**config.mk**
```make
export PLATFORM = sky130hd
export DESIGN_NAME = e_muldiv_seq
export DESIGN_NICKNAME = d
export VERILOG_FILES = /design/src/rtl/muldiv_pkg.sv /design/src/rtl/e_divstep.sv /design/src/rtl/e_muldiv_seq.sv
export SDC_FILE = /design/constraint.sdc
export NUM_CORES = 1
export LEC_CHECK = 0
export CAP_MARGIN = 5
export CORE_MARGIN = 1.5
export CORE_UTILIZATION = 53
export DETAILED_ROUTE_END_ITERATION = 12
export PLACE_DENSITY = 0.77
export SLEW_MARGIN = 10
export SYNTH_ARGS = -nofsm -noshare
export SYNTH_HDL_FRONTEND = slang
export SYNTH_SLANG_ARGS = --single-unit
```
**constraint.sdc**
```tcl
create_clock -name i_clk -period 3.4 [get_ports i_clk]
set_input_delay 0.34 -clock i_clk [delete_from_list [all_inputs] [get_ports i_clk]]
set_output_delay 0.34 -clock i_clk [all_outputs]
set_load 0.05 [all_outputs]
```
**src/rtl/muldiv_pkg.sv**
```systemverilog
// Shared types for the execute-side multiply/divide sequencer.
// Optional single-cycle multiply: MULDIV_FASTMUL_EN.
package muldiv_pkg;

  localparam int MD_ITER = 32;

  typedef enum logic [1:0] {
    MD_MULT  = 2'b00,
    MD_MULTU = 2'b01,
    MD_DIV   = 2'b10,
    MD_DIVU  = 2'b11
  } md_op_e;

  typedef enum logic [1:0] {
    ST_IDLE,
    ST_CALC,
    ST_FIX,
    ST_DONE
  } md_state_e;

  function automatic logic md_is_div(md_op_e op);
    return (op == MD_DIV) || (op == MD_DIVU);
  endfunction

  function automatic logic md_is_signed(md_op_e op);
    return (op == MD_MULT) || (op == MD_DIV);
  endfunction

endpackage

```
**src/rtl/e_divstep.sv**
```systemverilog
// One restoring-divide step: shift in a dividend bit, trial-subtract.
// Combinational; the sequencer registers the results.
module e_divstep #(
  parameter int DATA_W = 32
) (
  input  logic [DATA_W-1:0] i_data_rem,
  input  logic              i_data_bit,
  input  logic [DATA_W-1:0] i_data_div,
  output logic [DATA_W-1:0] o_data_rem,
  output logic              o_con_qbit
);

  logic [DATA_W:0] shifted;

  assign shifted    = {i_data_rem, i_data_bit};
  assign o_con_qbit = (shifted >= {1'b0, i_data_div});
  // remainder stays below the divisor, so DATA_W bits always suffice
  assign o_data_rem = o_con_qbit
                    ? DATA_W'(shifted - {1'b0, i_data_div})
                    : DATA_W'(shifted);

endmodule

```
**src/rtl/e_muldiv_seq.sv**
```systemverilog
// Iterative MULT/MULTU/DIV/DIVU sequencer owning HI/LO.
// MULDIV_FASTMUL_EN: multiply done with one native 64-bit product.
module e_muldiv_seq
  import muldiv_pkg::*;
#(
  parameter int DATA_W = 32,
  parameter int CNT_W  = 6
) (
  input  logic              i_clk,
  input  logic              i_nrst,
  input  logic              i_con_start,
  input  logic [1:0]        i_con_op,
  input  logic [DATA_W-1:0] i_data_rs,
  input  logic [DATA_W-1:0] i_data_rt,
  input  logic              i_con_hiloread,
  input  logic              i_con_mthi,
  input  logic              i_con_mtlo,
  input  logic              i_con_flush,
  output logic [DATA_W-1:0] o_data_hi,
  output logic [DATA_W-1:0] o_data_lo,
  output logic              o_con_busy,
  output logic              o_con_stall,
  output logic              o_con_done,
  output logic              o_con_divzero
);

  md_state_e         state_q, state_d;
  md_op_e            op_q, op_in;
  logic [CNT_W-1:0]  cnt_q;
  logic [DATA_W-1:0] opa_q, opb_q;
  logic [DATA_W-1:0] acc_hi_q, acc_lo_q;
  logic [DATA_W-1:0] hi_q, lo_q;
  logic              sa_q, sb_q, dz_q;

  logic              in_div, in_sgn;
  logic              rs_neg, rt_neg, rt_zero;
  logic [DATA_W-1:0] rs_mag, rt_mag;
  logic              is_div, last_iter;

  logic [DATA_W-1:0]   div_rem;
  logic                div_qbit;
  logic [2*DATA_W-1:0] prod, prod_fix;
  logic [DATA_W-1:0]   quo_fix, rem_fix;

  assign op_in   = md_op_e'(i_con_op);
  assign in_div  = md_is_div(op_in);
  assign in_sgn  = md_is_signed(op_in);
  assign rs_neg  = in_sgn & i_data_rs[DATA_W-1];
  assign rt_neg  = in_sgn & i_data_rt[DATA_W-1];
  assign rs_mag  = rs_neg ? -i_data_rs : i_data_rs;
  assign rt_mag  = rt_neg ? -i_data_rt : i_data_rt;
  assign rt_zero = (i_data_rt == '0);
  assign is_div  = md_is_div(op_q);

`ifdef MULDIV_FASTMUL_EN
  logic [2*DATA_W-1:0] fast_prod;

  assign fast_prod = (2*DATA_W)'(opa_q) * (2*DATA_W)'(opb_q);
  assign last_iter = ~is_div
                   | (cnt_q == CNT_W'(MD_ITER - 1));
`else
  logic [DATA_W:0] mul_sum;

  // shift-add: {acc_hi,acc_lo} holds partial product and multiplier
  assign mul_sum = {1'b0, acc_hi_q}
                 + (acc_lo_q[0] ? {1'b0, opa_q} : '0);
  assign last_iter = (cnt_q == CNT_W'(MD_ITER - 1));
`endif

  e_divstep #(
    .DATA_W (DATA_W)
  ) u_divstep (
    .i_data_rem (acc_hi_q),
    .i_data_bit (acc_lo_q[DATA_W-1]),
    .i_data_div (opb_q),
    .o_data_rem (div_rem),
    .o_con_qbit (div_qbit)
  );

  // sign flags are only set for signed ops
  assign prod     = {acc_hi_q, acc_lo_q};
  assign prod_fix = (sa_q ^ sb_q) ? -prod : prod;
  assign quo_fix  = (sa_q ^ sb_q) ? -acc_lo_q : acc_lo_q;
  assign rem_fix  = sa_q ? -acc_hi_q : acc_hi_q;

  always_ff @(posedge i_clk or negedge i_nrst) begin
    if (!i_nrst) begin
      state_q <= ST_IDLE;
    end else begin
      state_q <= state_d;
    end
  end

  always_comb begin
    state_d = state_q;
    unique case (state_q)
      ST_IDLE: begin
        if (i_con_start) begin
          state_d = (in_div && rt_zero) ? ST_DONE : ST_CALC;
        end
      end
      ST_CALC: begin
        if (last_iter) begin
          state_d = ST_FIX;
        end
      end
      ST_FIX:  state_d = ST_DONE;
      ST_DONE: state_d = ST_IDLE;
      default: state_d = ST_IDLE;
    endcase
    if (i_con_flush && (state_q != ST_IDLE)) begin
      state_d = ST_IDLE;
    end
  end

  always_ff @(posedge i_clk or negedge i_nrst) begin
    if (!i_nrst) begin
      op_q     <= MD_MULT;
      cnt_q    <= '0;
      opa_q    <= '0;
      opb_q    <= '0;
      acc_hi_q <= '0;
      acc_lo_q <= '0;
      sa_q     <= 1'b0;
      sb_q     <= 1'b0;
      dz_q     <= 1'b0;
    end else begin
      unique case (state_q)
        ST_IDLE: begin
          if (i_con_start) begin
            op_q     <= op_in;
            cnt_q    <= '0;
            opa_q    <= rs_mag;
            opb_q    <= rt_mag;
            acc_hi_q <= '0;
            acc_lo_q <= in_div ? rs_mag : rt_mag;
            sa_q     <= rs_neg;
            sb_q     <= rt_neg;
            dz_q     <= in_div & rt_zero;
          end
        end
        ST_CALC: begin
          cnt_q <= cnt_q + CNT_W'(1);
          if (is_div) begin
            acc_hi_q <= div_rem;
            acc_lo_q <= {acc_lo_q[DATA_W-2:0], div_qbit};
          end else begin
`ifdef MULDIV_FASTMUL_EN
            {acc_hi_q, acc_lo_q} <= fast_prod;
`else
            acc_hi_q <= mul_sum[DATA_W:1];
            acc_lo_q <= {mul_sum[0], acc_lo_q[DATA_W-1:1]};
`endif
          end
        end
        default: ;
      endcase
    end
  end

  always_ff @(posedge i_clk or negedge i_nrst) begin
    if (!i_nrst) begin
      hi_q <= '0;
      lo_q <= '0;
    end else if (state_q == ST_FIX) begin
      if (!i_con_flush) begin
        if (is_div) begin
          hi_q <= rem_fix;
          lo_q <= quo_fix;
        end else begin
          hi_q <= prod_fix[2*DATA_W-1:DATA_W];
          lo_q <= prod_fix[DATA_W-1:0];
        end
      end
    end else if ((state_q == ST_IDLE) || (state_q == ST_DONE)) begin
      if (i_con_mthi) hi_q <= i_data_rs;
      if (i_con_mtlo) lo_q <= i_data_rs;
    end
  end

  assign o_data_hi     = hi_q;
  assign o_data_lo     = lo_q;
  assign o_con_busy    = (state_q != ST_IDLE);
  assign o_con_done    = (state_q == ST_DONE);
  assign o_con_divzero = (state_q == ST_DONE) & dz_q;
  assign o_con_stall   = (i_con_start | i_con_hiloread)
                       & ((state_q == ST_CALC) | (state_q == ST_FIX));

endmodule
```
# == Word-level counts from Yosys, hierarchy flattened ==
# Index checks and enable logic that the tools add are counted.
# totals
word_cells,91
output_inout_bits,68
reg_bits,205
# op_classes
bitwise_logic,8
n_addsub,8
magnitude_cmp,1
reduce_logical,19
muxes,31
eq_ne,12
# op_table
op,n
2-to-1 mux 32 bit,21
negation 32 bit,4
case mux 32 bit (2 select lines),2
2-to-1 mux 64 bit,1
negation 64 bit,1
adder 32 x 32 -> 33 bit,1
greater-or-equal comparator 33 x 32 -> 1 bit,1
logical NOT 32 bit,1
subtractor 32 bit,1
"equality test 2 bit, second input constant",6
case mux 6 bit (2 select lines),1
nonzero test 2 bit,5
2-to-1 mux 2 bit,4
case mux 2 bit (4 select lines),1
"adder 6 x 1 -> 6 bit, second input constant",1
"equality test 6 x 5 -> 1 bit, second input constant",1
2-to-1 mux 6 bit,1
"inequality test 3 bit, second input constant",2
AND reduction 2 bit,3
AND reduction 3 bit,2
AND 1 bit,5
logical NOT 2 bit,2
logical OR 1 bit,4
"inequality test 2 bit, second input constant",2
other kinds (4),6

# == Depth between registers and ports, before layout ==
# logic_depth
depth_word,7
mapped_depth,15
depth_no_buf,13

# == Cells and area by module ==
# From an unflattened synthesis, not the netlist that was laid out.
# hier_totals
hier_cells,2057
area_unflattened_um2,16579.7
# by_module_without_submodules
mod,seq_area_each_um2,area_each_um2,instances,cells_each
e_muldiv_seq,5104.9,14248.7,1,1734
e_divstep,0.0,2331.0,1,323

# == Worst setup path after synthesis ==
# No wires, ideal clock.
# synth_timing
kind,reg2reg
start,register acc_lo_q[0]
end,register acc_hi_q[31]
t_required_ps,3290
setup_ps,110
n_path_buf,2
path_slack_ps,-87
t_arrival_ps,3376
path_stages_with_launch,16
path_cell_list,dfrtp_1 > clkbuf_1 > clkbuf_1 > and2_1 > ha_1 > inv_1 > fa_1 > nand2b_1 > a21oi_1 > o41ai_1 > o21ai_0 > a32o_1 > a21oi_1 > o21ai_0 > a2111oi_0 > o41ai_1
# synth_between
elab_chain_cells,4
# synth_rtl
item,line,text
from (decl),e_muldiv_seq.sv:31,"logic [DATA_W-1:0] acc_hi_q, acc_lo_q;"
from (signal assigned),e_muldiv_seq.sv:136,acc_lo_q <= in_div ? rs_mag : rt_mag;
from (signal assigned),e_muldiv_seq.sv:146,"acc_lo_q <= {acc_lo_q[DATA_W-2:0], div_qbit};"
from (signal assigned),e_muldiv_seq.sv:152,"acc_lo_q <= {mul_sum[0], acc_lo_q[DATA_W-1:1]};"
2-to-1 mux 32 bit,e_muldiv_seq.sv:66,"+ (acc_lo_q[0] ? {1'b0, opa_q} : '0);"
adder 32 x 32 -> 33 bit,e_muldiv_seq.sv:66,
2-to-1 mux 32 bit,e_muldiv_seq.sv:144,if (is_div) begin
case mux 32 bit (2 select lines),e_muldiv_seq.sv:128,unique case (state_q)
to (signal assigned),e_muldiv_seq.sv:145,acc_hi_q <= div_rem;
to (signal assigned),e_muldiv_seq.sv:151,acc_hi_q <= mul_sum[DATA_W:1];
to (decl),e_muldiv_seq.sv:31,
# Every way passes these cells.
# A chain may end at the register's enable or synchronous reset.

# == Worst setup path in the final report ==
# layout_timing
start,register acc_lo_q[0]
end,register acc_hi_q[26]
# The elaborated chain is that of the path after synthesis.

==> impl_metrics.py <==
metrics = {
    "finish": {
        "drive_above_1_share_pct": 10.7,
        "fin_util_pct": 65.7,
        "final_cell_mix": "nand2_1 (257), o21ai_0 (231), dfrtp_1 (202), buf_4 (155), nor2_1 (146)",
        "nNetsFinal": 2335,
        "design_area_sq_um": 19500,
        "final_cells": 2592,
        "final_common_cell": "nand2_1",
        "syn2layout_area_growth_pct": 22.4,
    },
    "placement": {
        "dp_hpwl_mm": 47.6,
        "port_buffers": 140,
        "dp_cells": 2551,
        "place_congestion": 0.990,
        "post_dp_cell_area_sq_um": 18700,
        "post-place-ws_ns": -0.0599,
    },
    "clocking": {
        "clockRootBuffer": "clkbuf_16",
        "clkLatencyLatePin_ns": 0.55,
        "cts_buffer_depth": 3,
        "path_clk_slew_ns": 0.06,
        "cts_buffers": 23,
        "cts_tree": "yes",
        "cts_setup_buffers": 0,
        "cts_sinks": 204,
        "htreeDepth": 1,
    },
    "routing": {
        "drtIter0Drc": 1830,
        "wire_per_inst_microns": 23.3,
        "firstDrtPassIters": 6,
        "drc": 0,
        "ant_nets": 0,
        "num_vias": 16500,
        "detail_route.vias_per_cell": 6.35,
        "routed_wl_mm": 60.3,
    },
    "floorplan": {
        "die_w_microns": 176,
        "initial_core_util_pct": 53.7,
        "io_pins": 141,
        "die_area_sq_um": 31100,
        "chipHeight_microns": 176,
        "std_cell_rows": 63,
        "design.core.area_sq_um": 29600,
    },
    "global_routing": {
        "grt_overflow": 0,
        "globalRouteTotalUtil_pct": 38.5,
        "antenna_found_initial": 4,
        "grt_pass1_wl_mm": 90.7,
        "grt_pass1_vias": 15600,
        "grt_max_degree": 86,
    },
    "yosys": {
        "yosys_warnings": 0,
        "synth_edf_count": 0,
        "ys_seq_area_share_pct": 32.1,
        "yosys_most_used_dff": "dfrtp_1",
        "syn-cell-area_sq_um": 15900,
        "synthArstFlopShare_pct": 100,
        "synthesis.nets": 2119,
        "yosys_register_bits": 204,
        "synth_cell_type_count": 80,
        "synth.avg_cell_area_sq_um": 8.08,
        "synth_cells": 1971,
    },
    "setup_path": {
        "cp.depth": 11,
        "rr_worst_depth": 11,
        "required_ns": 3.82,
        "crit_end": "acc_hi_q[26]",
        "rrSetupSlack_ns": 0.17,
        "start_kind": "flop",
        "reg2reg_to": "acc_hi_q[26]",
        "timing.critical_path.buf_inv": 0,
        "critPathKind": "flop to flop",
        "cp_common_cell": "o21ai_0",
        "rr_startpoint": "acc_lo_q[0]",
        "end_kind": "flop",
        "crit_chain": "and2_1 > ha_1 > o21ai_0 > o21ai_0 > or3b_2 > o211ai_1 > a41oi_1 > o22ai_1 > o31ai_1 > a22o_1 > a221o_1",
        "crit_path_max_incr_delay_ns": 0.51,
        "cp_top_family": "compound AO/OA/AOI/OAI gates",
        "worstSetupStartpoint": "acc_lo_q[0]",
        "slowest_stage": "or3b_2",
        "worstPathMaxFanout": 9,
        "arrival_ns": 3.65,
    },
    "power": {
        "p_total_mw": 23.1,
        "vdd_drop_max_mv": 0.708,
        "leakage_nw": 8.60,
        "power_density_nw_per_um2": 1190,
    },
    "sta": {
        "setup_viol": 0,
        "period_share_pct": 95.0,
        "hold_violations": 0,
        "max_freq_mhz": 310,
        "worst_slew_pin_slew_ns": 0.958,
        "fin_ws_ns": 0.170,
        "fin_crit_ns": 3.23,
        "slew-limit-headroom_pct": 36.0,
        "slew_viol_final": 0,
        "skew_ns": 0.0227,
    },
    "worst_hold_path": {
        "hold_class": "input port to asynchronous set/reset pin",
    },
    "run": {
        "drv_cap": 0,
    },
    "outcome": {
        "status": "finished clean",
    },
}
-- what timing repair did --
action / in CTS / in global routing
gates resized for setup: 0 / 10
hold buffers: 1 / 0
pin swaps: 1 / 2
endpoints found under the setup margin: 1 / 10
hold endpoints to repair: 81 / 0
-- worst register-to-register path, stage by stage (launching register included) --
cell,delay (ns)
dfrtp_2,0.45
and2_1,0.15
ha_1,0.37
o21ai_0,0.12
o21ai_0,0.18
or3b_2,0.51
o211ai_1,0.31
a41oi_1,0.28
o22ai_1,0.17
o31ai_1,0.10
a22o_1,0.21
a221o_1,0.27
-- cell families (layout without fill, tap and decap cells) --
family | count (synthesis) | in the layout | share of synthesized area [%]
AO/OA/AOI/OAI | 623 | 623 | 23.9
flip-flops | 204 | 204 | 32.1
other | 0 | 1 | 0
multiplexers | 81 | 81 | 5.12
adder cells (fa/ha/maj) | 75 | 75 | 5.99
buffers and inverters | 171 | 401 | 4.13
XOR/XNOR | 173 | 173 | 9.57
AND/OR/NAND/NOR | 644 | 644 | 19.2
-- through the flow --
stage	hold slack [ns]	setup TNS, ns
2_1_floorplan	0.0444	0
3_3_place_gp	0.448	0
3_5_place_dp	0.453	-0.0599
4_1_cts	0.459	0
5_1_grt	0.490	-0.0621
6_report	0.442	0
-- worst min path at each step --
stage | startpoint | end | slack [ns] | cells past startpoint
2_1_floorplan | i_nrst | acc_hi_q[0] | 0.04 | 0
3_3_place_gp | i_nrst | o_data_hi[28] | 0.45 | 1
3_5_place_dp | i_nrst | o_data_hi[29] | 0.45 | 1
4_1_cts | i_nrst | o_data_hi[13] | 0.46 | 2
5_1_grt | o_data_lo[9] | o_data_lo[9] | 0.49 | 1
6_report | i_nrst | o_data_hi[29] | 0.44 | 2
-- layout make-up --
class                      instances  area (sq um)
multi-input combinational       1596         10200
fill                            2564         10200
sequential                       204          5110
timing repair buffer             299          2640
clock buffer                      31           656
tap                              390           488
inverter                          63           236
clock inverter                     8           114
antenna                            1          2.50
-- synth_stat cells (8+ instances only) --
master    count  area, sq um
o21ai_1       9         45.0
a31oi_1      24          150
and3_1        8         50.1
o41ai_1      11         96.3
nor3_1       31          155
ha_1         73          913
nand4_1      15         93.8
clkbuf_1     92          345
o31ai_1      19          143
o21ai_0     233         1170
nor2_1      146          548
or4_1         9         67.6
or3_1        27          169
a21oi_1     142          711
nor2b_1      15         93.8
xor2_1       84          736
o21a_1        8         60.1
and2_1       39          244
nor4_1       12         75.1
a221oi_1      8         70.1
xnor2_1      88          771
nand2_1     259          972
o211ai_1     11         82.6
inv_1        61          229
nand3_1      26          130
mux2i_1      77          771
o221ai_1      9         78.8
a22oi_1      17          128
dfrtp_1     204         5100
a211oi_1     28          210
a21o_1       49          368
nand2b_1     21          131
-- layer usage --
metal / vias to the layer above / part of all wire [%] / GRT usage, %
li1: 7489 / - / -
met1: 7870 / 40 / 50.0
met2: 875 / 45 / 61.5
met3: 212 / 9.6 / 8.96
met4: 8 / 5.1 / 16.3
met5: - / 0.10 / 0
-- flip-flops by register name (all words and copies together), names as in the netlist --
name,flops
opa_q,32
acc_lo_q,32
opb_q,32
o_data_hi,32
state_q,2
dz_q,1
o_data_lo,32
op_q,1
sa_q,1
cnt_q,6
sb_q,1
acc_hi_q,32
-- power by group --
part / internal [mW] / leakage [nW] / switching (mW)
Sequential: 3.58 / 2.51 / 1.00
Combinational: 6.16 / 5.72 / 9.72
Clock: 1.51 / 0.374 / 1.11
Note: power is estimated with default switching activity, not from simulation.
